$ cat config.mk
export PLATFORM = sky130hd
export DESIGN_NAME = pwm_channel_scheduler
export DESIGN_NICKNAME = d
export VERILOG_FILES = /design/src/rtl/pwm_sched_pkg.sv /design/src/rtl/pwm_channel_scheduler_timebase.sv /design/src/rtl/pwm_channel_scheduler.sv
export SDC_FILE = /design/constraint.sdc
export NUM_CORES = 1
export LEC_CHECK = 0
export BUFFER_PORTS_ARGS = -buffer_cell sky130_fd_sc_hd__buf_2
export CAP_MARGIN = 10
export CORE_MARGIN = 2
export CORE_UTILIZATION = 60
export CTS_BUF_LIST = sky130_fd_sc_hd__clkbuf_2
export CTS_CLUSTER_DIAMETER = 40
export DETAILED_ROUTE_END_ITERATION = 7
export PLACE_DENSITY = 0.86
export SETUP_SLACK_MARGIN = 0.15
export SLEW_MARGIN = 0
export SYNTH_ARGS = -nofsm -noshare
export SYNTH_HDL_FRONTEND = slang
export SYNTH_SLANG_ARGS = --single-unit
$ cat constraint.sdc
create_clock -name clk -period 3 [get_ports clk]
set_input_delay 0.6 -clock clk [delete_from_list [all_inputs] [get_ports clk]]
set_output_delay 0.6 -clock clk [all_outputs]
set_load 0.01 [all_outputs]
$ cat src/rtl/pwm_sched_pkg.sv
// Shared types and helpers for the PWM channel scheduler.
// The ramp feature is selected by the PWM_SCHED_RAMP_EN macro in the top.
package pwm_sched_pkg;

   typedef enum logic [0:0] {
      RUN    = 1'b0,
      UPDATE = 1'b1
   } state_e;

   function automatic int ch_w(input int n);
      return (n > 1) ? $clog2(n) : 1;
   endfunction

   // Difference is taken wide and signed, so neither end of the duty range can wrap.
   function automatic int ramp_step(input int cur, input int tgt, input int step);
      int diff;
      diff = tgt - cur;
      if ((diff <= step) && (diff >= -step))
         return tgt;
      else if (diff > 0)
         return cur + step;
      else
         return cur - step;
   endfunction

endpackage

$ cat src/rtl/pwm_channel_scheduler_timebase.sv
// Shared PWM timebase: prescaler feeding a free-running period counter.
// Both counters hold their value while enable_i is low.
module pwm_timebase #(
   parameter int CNT_W    = 8,
   parameter int PRESCALE = 16384
) (
   input  logic             clk,
   input  logic             resetn,
   input  logic             enable_i,
   output logic             tick_o,
   output logic [CNT_W-1:0] pcnt_o,
   output logic             frame_end_o
);
   localparam int PS_W = (PRESCALE > 1) ? $clog2(PRESCALE) : 1;

   logic [PS_W-1:0]  presc_q, presc_d;
   logic [CNT_W-1:0] pcnt_q, pcnt_d;

   assign tick_o      = enable_i && (presc_q == PS_W'(PRESCALE - 1));
   assign frame_end_o = tick_o && (pcnt_q == {CNT_W{1'b1}});
   assign pcnt_o      = pcnt_q;

   always_comb begin
      presc_d = presc_q;
      pcnt_d  = pcnt_q;
      if (tick_o) begin
         presc_d = '0;
         pcnt_d  = pcnt_q + CNT_W'(1);
      end else if (enable_i) begin
         presc_d = presc_q + PS_W'(1);
      end
   end

   always_ff @(posedge clk) begin
      if (!resetn) begin
         presc_q <= '0;
         pcnt_q  <= '0;
      end else begin
         presc_q <= presc_d;
         pcnt_q  <= pcnt_d;
      end
   end

endmodule

$ cat src/rtl/pwm_channel_scheduler.sv
// Multi-channel PWM scheduler: host targets are walked into applied duties at frame ends.
// Define PWM_SCHED_RAMP_EN for STEP-limited ramping; otherwise targets load directly.
module pwm_channel_scheduler
   import pwm_sched_pkg::*;
#(
   parameter int NUM_CH   = 4,
   parameter int CNT_W    = 8,
   parameter int PRESCALE = 16384,
   parameter int STEP     = 1
) (
   input  logic                      clk,
   input  logic                      resetn,
   input  logic                      enable,
   input  logic                      cmd_valid,
   output logic                      cmd_ready,
   input  logic [ch_w(NUM_CH)-1:0]   cmd_ch,
   input  logic [CNT_W-1:0]          cmd_duty,
   output logic [NUM_CH-1:0]         pwm_out,
   output logic                      frame_start,
   output logic                      busy,
   output logic                      cmd_err
);
   localparam int CH_W = ch_w(NUM_CH);
   localparam int K_W  = $clog2(NUM_CH + 1);
`ifdef PWM_SCHED_RAMP_EN
   localparam bit RAMP_EN = 1'b1;
`else
   localparam bit RAMP_EN = 1'b0;
`endif
   // Without ramping, a step wider than the duty range makes every walk land on target.
   localparam int EFF_STEP = RAMP_EN ? STEP : (1 << CNT_W);

   state_e             state_q, state_d;
   logic [K_W-1:0]     k_q, k_d;
   logic [CH_W-1:0]    kidx;
   logic [CNT_W-1:0]   tgt_q [NUM_CH];
   logic [CNT_W-1:0]   tgt_d [NUM_CH];
   logic [CNT_W-1:0]   cur_q [NUM_CH];
   logic [CNT_W-1:0]   cur_d [NUM_CH];
   logic [CNT_W-1:0]   act_q [NUM_CH];
   logic [CNT_W-1:0]   act_d [NUM_CH];
   logic [CNT_W-1:0]   walk_duty;
   logic [NUM_CH-1:0]  pwm_q, pwm_d;
   logic               ready_q, ready_d;
   logic               fs_q, fs_d;
   logic               busy_q, busy_d;
   logic               err_q, err_d;
   logic [CNT_W-1:0]   pcnt;
   logic               frame_end;
   logic               tick_unused;

   pwm_timebase #(
      .CNT_W    (CNT_W),
      .PRESCALE (PRESCALE)
   ) u_timebase (
      .clk         (clk),
      .resetn      (resetn),
      .enable_i    (enable),
      .tick_o      (tick_unused),
      .pcnt_o      (pcnt),
      .frame_end_o (frame_end)
   );

   assign kidx      = k_q[CH_W-1:0];
   assign walk_duty = CNT_W'(ramp_step(int'(cur_q[kidx]), int'(tgt_q[kidx]), EFF_STEP));

   always_comb begin
      state_d = state_q;
      k_d     = k_q;
      tgt_d   = tgt_q;
      cur_d   = cur_q;
      act_d   = act_q;
      fs_d    = 1'b0;
      err_d   = err_q;
      if (cmd_valid && ready_q) begin
         if (int'(cmd_ch) < NUM_CH) tgt_d[cmd_ch] = cmd_duty;
         else err_d = 1'b1;
      end
      case (state_q)
         RUN: begin
            if (frame_end) begin
               state_d = UPDATE;
               k_d     = '0;
            end
         end
         default: begin
            // One channel per cycle, then a final cycle that publishes all channels together.
            if (k_q == K_W'(NUM_CH)) begin
               act_d   = cur_q;
               fs_d    = 1'b1;
               state_d = RUN;
            end else begin
               cur_d[kidx] = walk_duty;
               k_d         = k_q + K_W'(1);
            end
         end
      endcase
      ready_d = (state_d == RUN);
   end

   always_comb begin
      busy_d = 1'b0;
      pwm_d  = '0;
      for (int i = 0; i < NUM_CH; i++) begin
         busy_d   = busy_d | (cur_q[i] != tgt_q[i]);
         pwm_d[i] = enable && (pcnt < act_q[i]);
      end
   end

   always_ff @(posedge clk) begin
      if (!resetn) begin
         state_q <= RUN;
         k_q     <= '0;
         ready_q <= 1'b0;
         fs_q    <= 1'b0;
         busy_q  <= 1'b0;
         err_q   <= 1'b0;
         pwm_q   <= '0;
         for (int i = 0; i < NUM_CH; i++) begin
            tgt_q[i] <= '0;
            cur_q[i] <= '0;
            act_q[i] <= '0;
         end
      end else begin
         state_q <= state_d;
         k_q     <= k_d;
         ready_q <= ready_d;
         fs_q    <= fs_d;
         busy_q  <= busy_d;
         err_q   <= err_d;
         pwm_q   <= pwm_d;
         tgt_q   <= tgt_d;
         cur_q   <= cur_d;
         act_q   <= act_d;
      end
   end

   assign cmd_ready   = ready_q;
   assign pwm_out     = pwm_q;
   assign frame_start = fs_q;
   assign busy        = busy_q;
   assign cmd_err     = err_q;

endmodule

==> impl_metrics.json <==
{
  "cts_tree": "done",
  "worstHoldPathCells": 3,
  "slew-limit-headroom_pct": 44.6,
  "io_pins": 22,
  "core_area_sq_mm": 0.0102,
  "clk_latency_ns": 0.67,
  "synth_top_area_cell": "dfxtp_1",
  "num-fill-cells": 796,
  "dpl.cell_count": 850,
  "crit-reg2reg-launch": "k_q[0]$_SDFFE_PN0P_",
  "dp_hpwl_um": 10200,
  "avgSynthCellArea_sq_um": 8.70,
  "grt_first_pass_wirelength_um": 22900,
  "fin_tns_setup_ns": 0,
  "grt_start_max_net_pins": 50,
  "clock-sinks": 129,
  "crit_path_start": "k_q[0]$_SDFFE_PN0P_",
  "place_ws_ns": 0.963,
  "postCtsHoldBufs": 0,
  "via_per_inst": 5.71,
  "clk_path_buf_depth": 2,
  "worstPathArrival_ns": 2.72,
  "fin_crit_sh_pct": 71.9,
  "whs_ns": 0.198,
  "vdd_drop_max_mv": 0.361,
  "gr-total-overflow": 0,
  "placed_area_sq_mm": 0.00646,
  "drive_above_1_share_pct": 10.5,
  "die_w_um": 106,
  "cts_root_buffer": "clkbuf_2",
  "gp_congestion": 0.849,
  "die_area_sq_mm": 0.0113,
  "grt_setup_unrepaired": "false",
  "floorplan.initialDensity_pct": 61.3,
  "crit_fanout": 21,
  "synth_commonest_cells": "189 x nand2_1, 129 x dfxtp_1, 99 x a21boi_0",
  "setup_ws_ns": 0.843,
  "ys_dominant_reg_cell": "dfxtp_1",
  "clkSlewWorstSetupHoldPaths_ns": 0.18,
  "synthTopCellsByArea": "dfxtp_1 41%, a21boi_0 12%, nand2_1 11%",
  "fin_nets": 781,
  "antenna_found_initial": 0,
  "cp-start-kind": "flop",
  "portBuffers": 20,
  "drt_pre_antenna_iters": 5,
  "worst_pin_slew_ns": 0.824,
  "path_class": "reg -> reg",
  "fin_worst_skew_ns": 0.0316,
  "finalHoldViolCount": 0,
  "synth_cells": 721,
  "ys_warn_count": 0,
  "synth.most_common_cell": "nand2_1",
  "synth_cell_types": 40,
  "synth-seq-cells": 129,
  "critPathRequiredTime_ns": 3.57,
  "hp-start": "cmd_duty[1]",
  "maxCapViolCount": 0,
  "ctsHtreeMaxLevel": 4,
  "syn_to_final_growth_pct": 6.46,
  "grt_pass1_vias": 4705,
  "numCtsBuffers": 17,
  "final_cell_area_sq_mm": 0.00668,
  "synth_top_area_share_pct": 41.1,
  "dr.first_iter.drc_count": 488,
  "antenna_cells": 0,
  "vias": 5031,
  "p_per_area_mw_per_mm2": 428,
  "drcViolationCount": 0,
  "rows": 37,
  "synth_area_sq_mm": 0.00628,
  "ff2ff_path_depth": 8,
  "setup_viol": 0,
  "wirelength_um": 13800,
  "cts_resized": 0,
  "synth-edff-count": 0,
  "power_mw": 2.86,
  "critPathCaptureType": "flop",
  "fmax_ghz": 0.464,
  "async_flop_share_pct": 0,
  "seq_area_frac_synth_pct": 41.1,
  "fp.dieH_um": 106,
  "final_antenna_net_count": 0,
  "min_path_type": "in -> reg",
  "track_usage_pct": 25.6,
  "finalMaxSlewViolations": 0,
  "outcome": "finished, final reports clean",
  "instances_no_fill": 881,
  "period_needed_ns": 2.16,
  "wl_per_cell_um": 15.6,
  "final_util_pct": 65.3,
  "synth_nets": 769,
  "p_leak_nw": 2.33,
  "cts_setup_buffers": 0
}
## critical path, stage by stage (launching register included)
cell      delay (ns)
dfxtp_1         0.35
buf_4           0.22
inv_1           0.11
ha_1            0.28
a21oi_2         0.22
buf_4           0.27
and2_1          0.32
nand2_1         0.10
a21boi_0        0.19
## layout by cell type, fill, tap and decap left out, types with 5 or more instances in the layout
master / count
inv_1: 32
and2_1: 16
and3_1: 5
clkbuf_2: 20
a21o_1: 8
nand4_1: 13
buf_4: 8
nor2_1: 13
a21boi_0: 99
dfxtp_1: 129
xor2_1: 11
ha_1: 34
mux4_2: 8
xnor2_1: 40
o21ai_0: 7
a211oi_1: 8
buf_2: 20
nand3_1: 33
nand2_1: 189
a21oi_1: 6
## flip-flops by register name (all words and copies together) (netlist names), 3 cells and up
name / flops
pwm_out: 4
act_q: 32
tgt_q: 32
u_timebase.presc_q: 14
k_q: 3
cur_q: 32
u_timebase.pcnt_o: 8
## cell type report
type,instances,area (sq um),area share (%)
clock inverters,11,116,1.74
repair buffers,28,160,2.40
clock buffers,20,100,1.50
flip-flops and latches,129,2580,38.7
inverters,32,120,1.80
multi-input cells,525,3430,51.4
well taps,136,170,2.55
## logic make-up after synthesis
family	Yosys count	synth area share (%)
other	1	0.0598
xor gates and xnor gates	51	7.12
adders and majority gates	34	6.78
DFF	129	41.1
AOI/OAI and AO/OA	137	15.9
and+or+nand+nor	293	21.7
muxes	9	3.03
buffers and inverters	67	4.23
## final timing paths
path,slack [ns],end
setup / recovery,0.84,cur_q[29]$_SDFFE_PN0P_
hold / removal,0.20,tgt_q[1]$_SDFFE_PN0P_
setup reg to reg,0.84,cur_q[29]$_SDFFE_PN0P_
hold reg to reg,0.47,act_q[23]$_SDFFE_PN0P_
## metal layers
layer  part of all wire, %  global-route usage [%]
met2                    46                    41.1
met3                   5.9                    4.29
met1                    45                    34.2
met4                   3.0                    10.9
met5                     0                       0
## power by group
part	total, mW	switching [mW]	internal (mW)
logic	0.114	0.0641	0.0502
clock network	0.999	0.619	0.380
registers	1.74	0.0136	1.73
No activity file was read; power rests on OpenSTA's default activity.
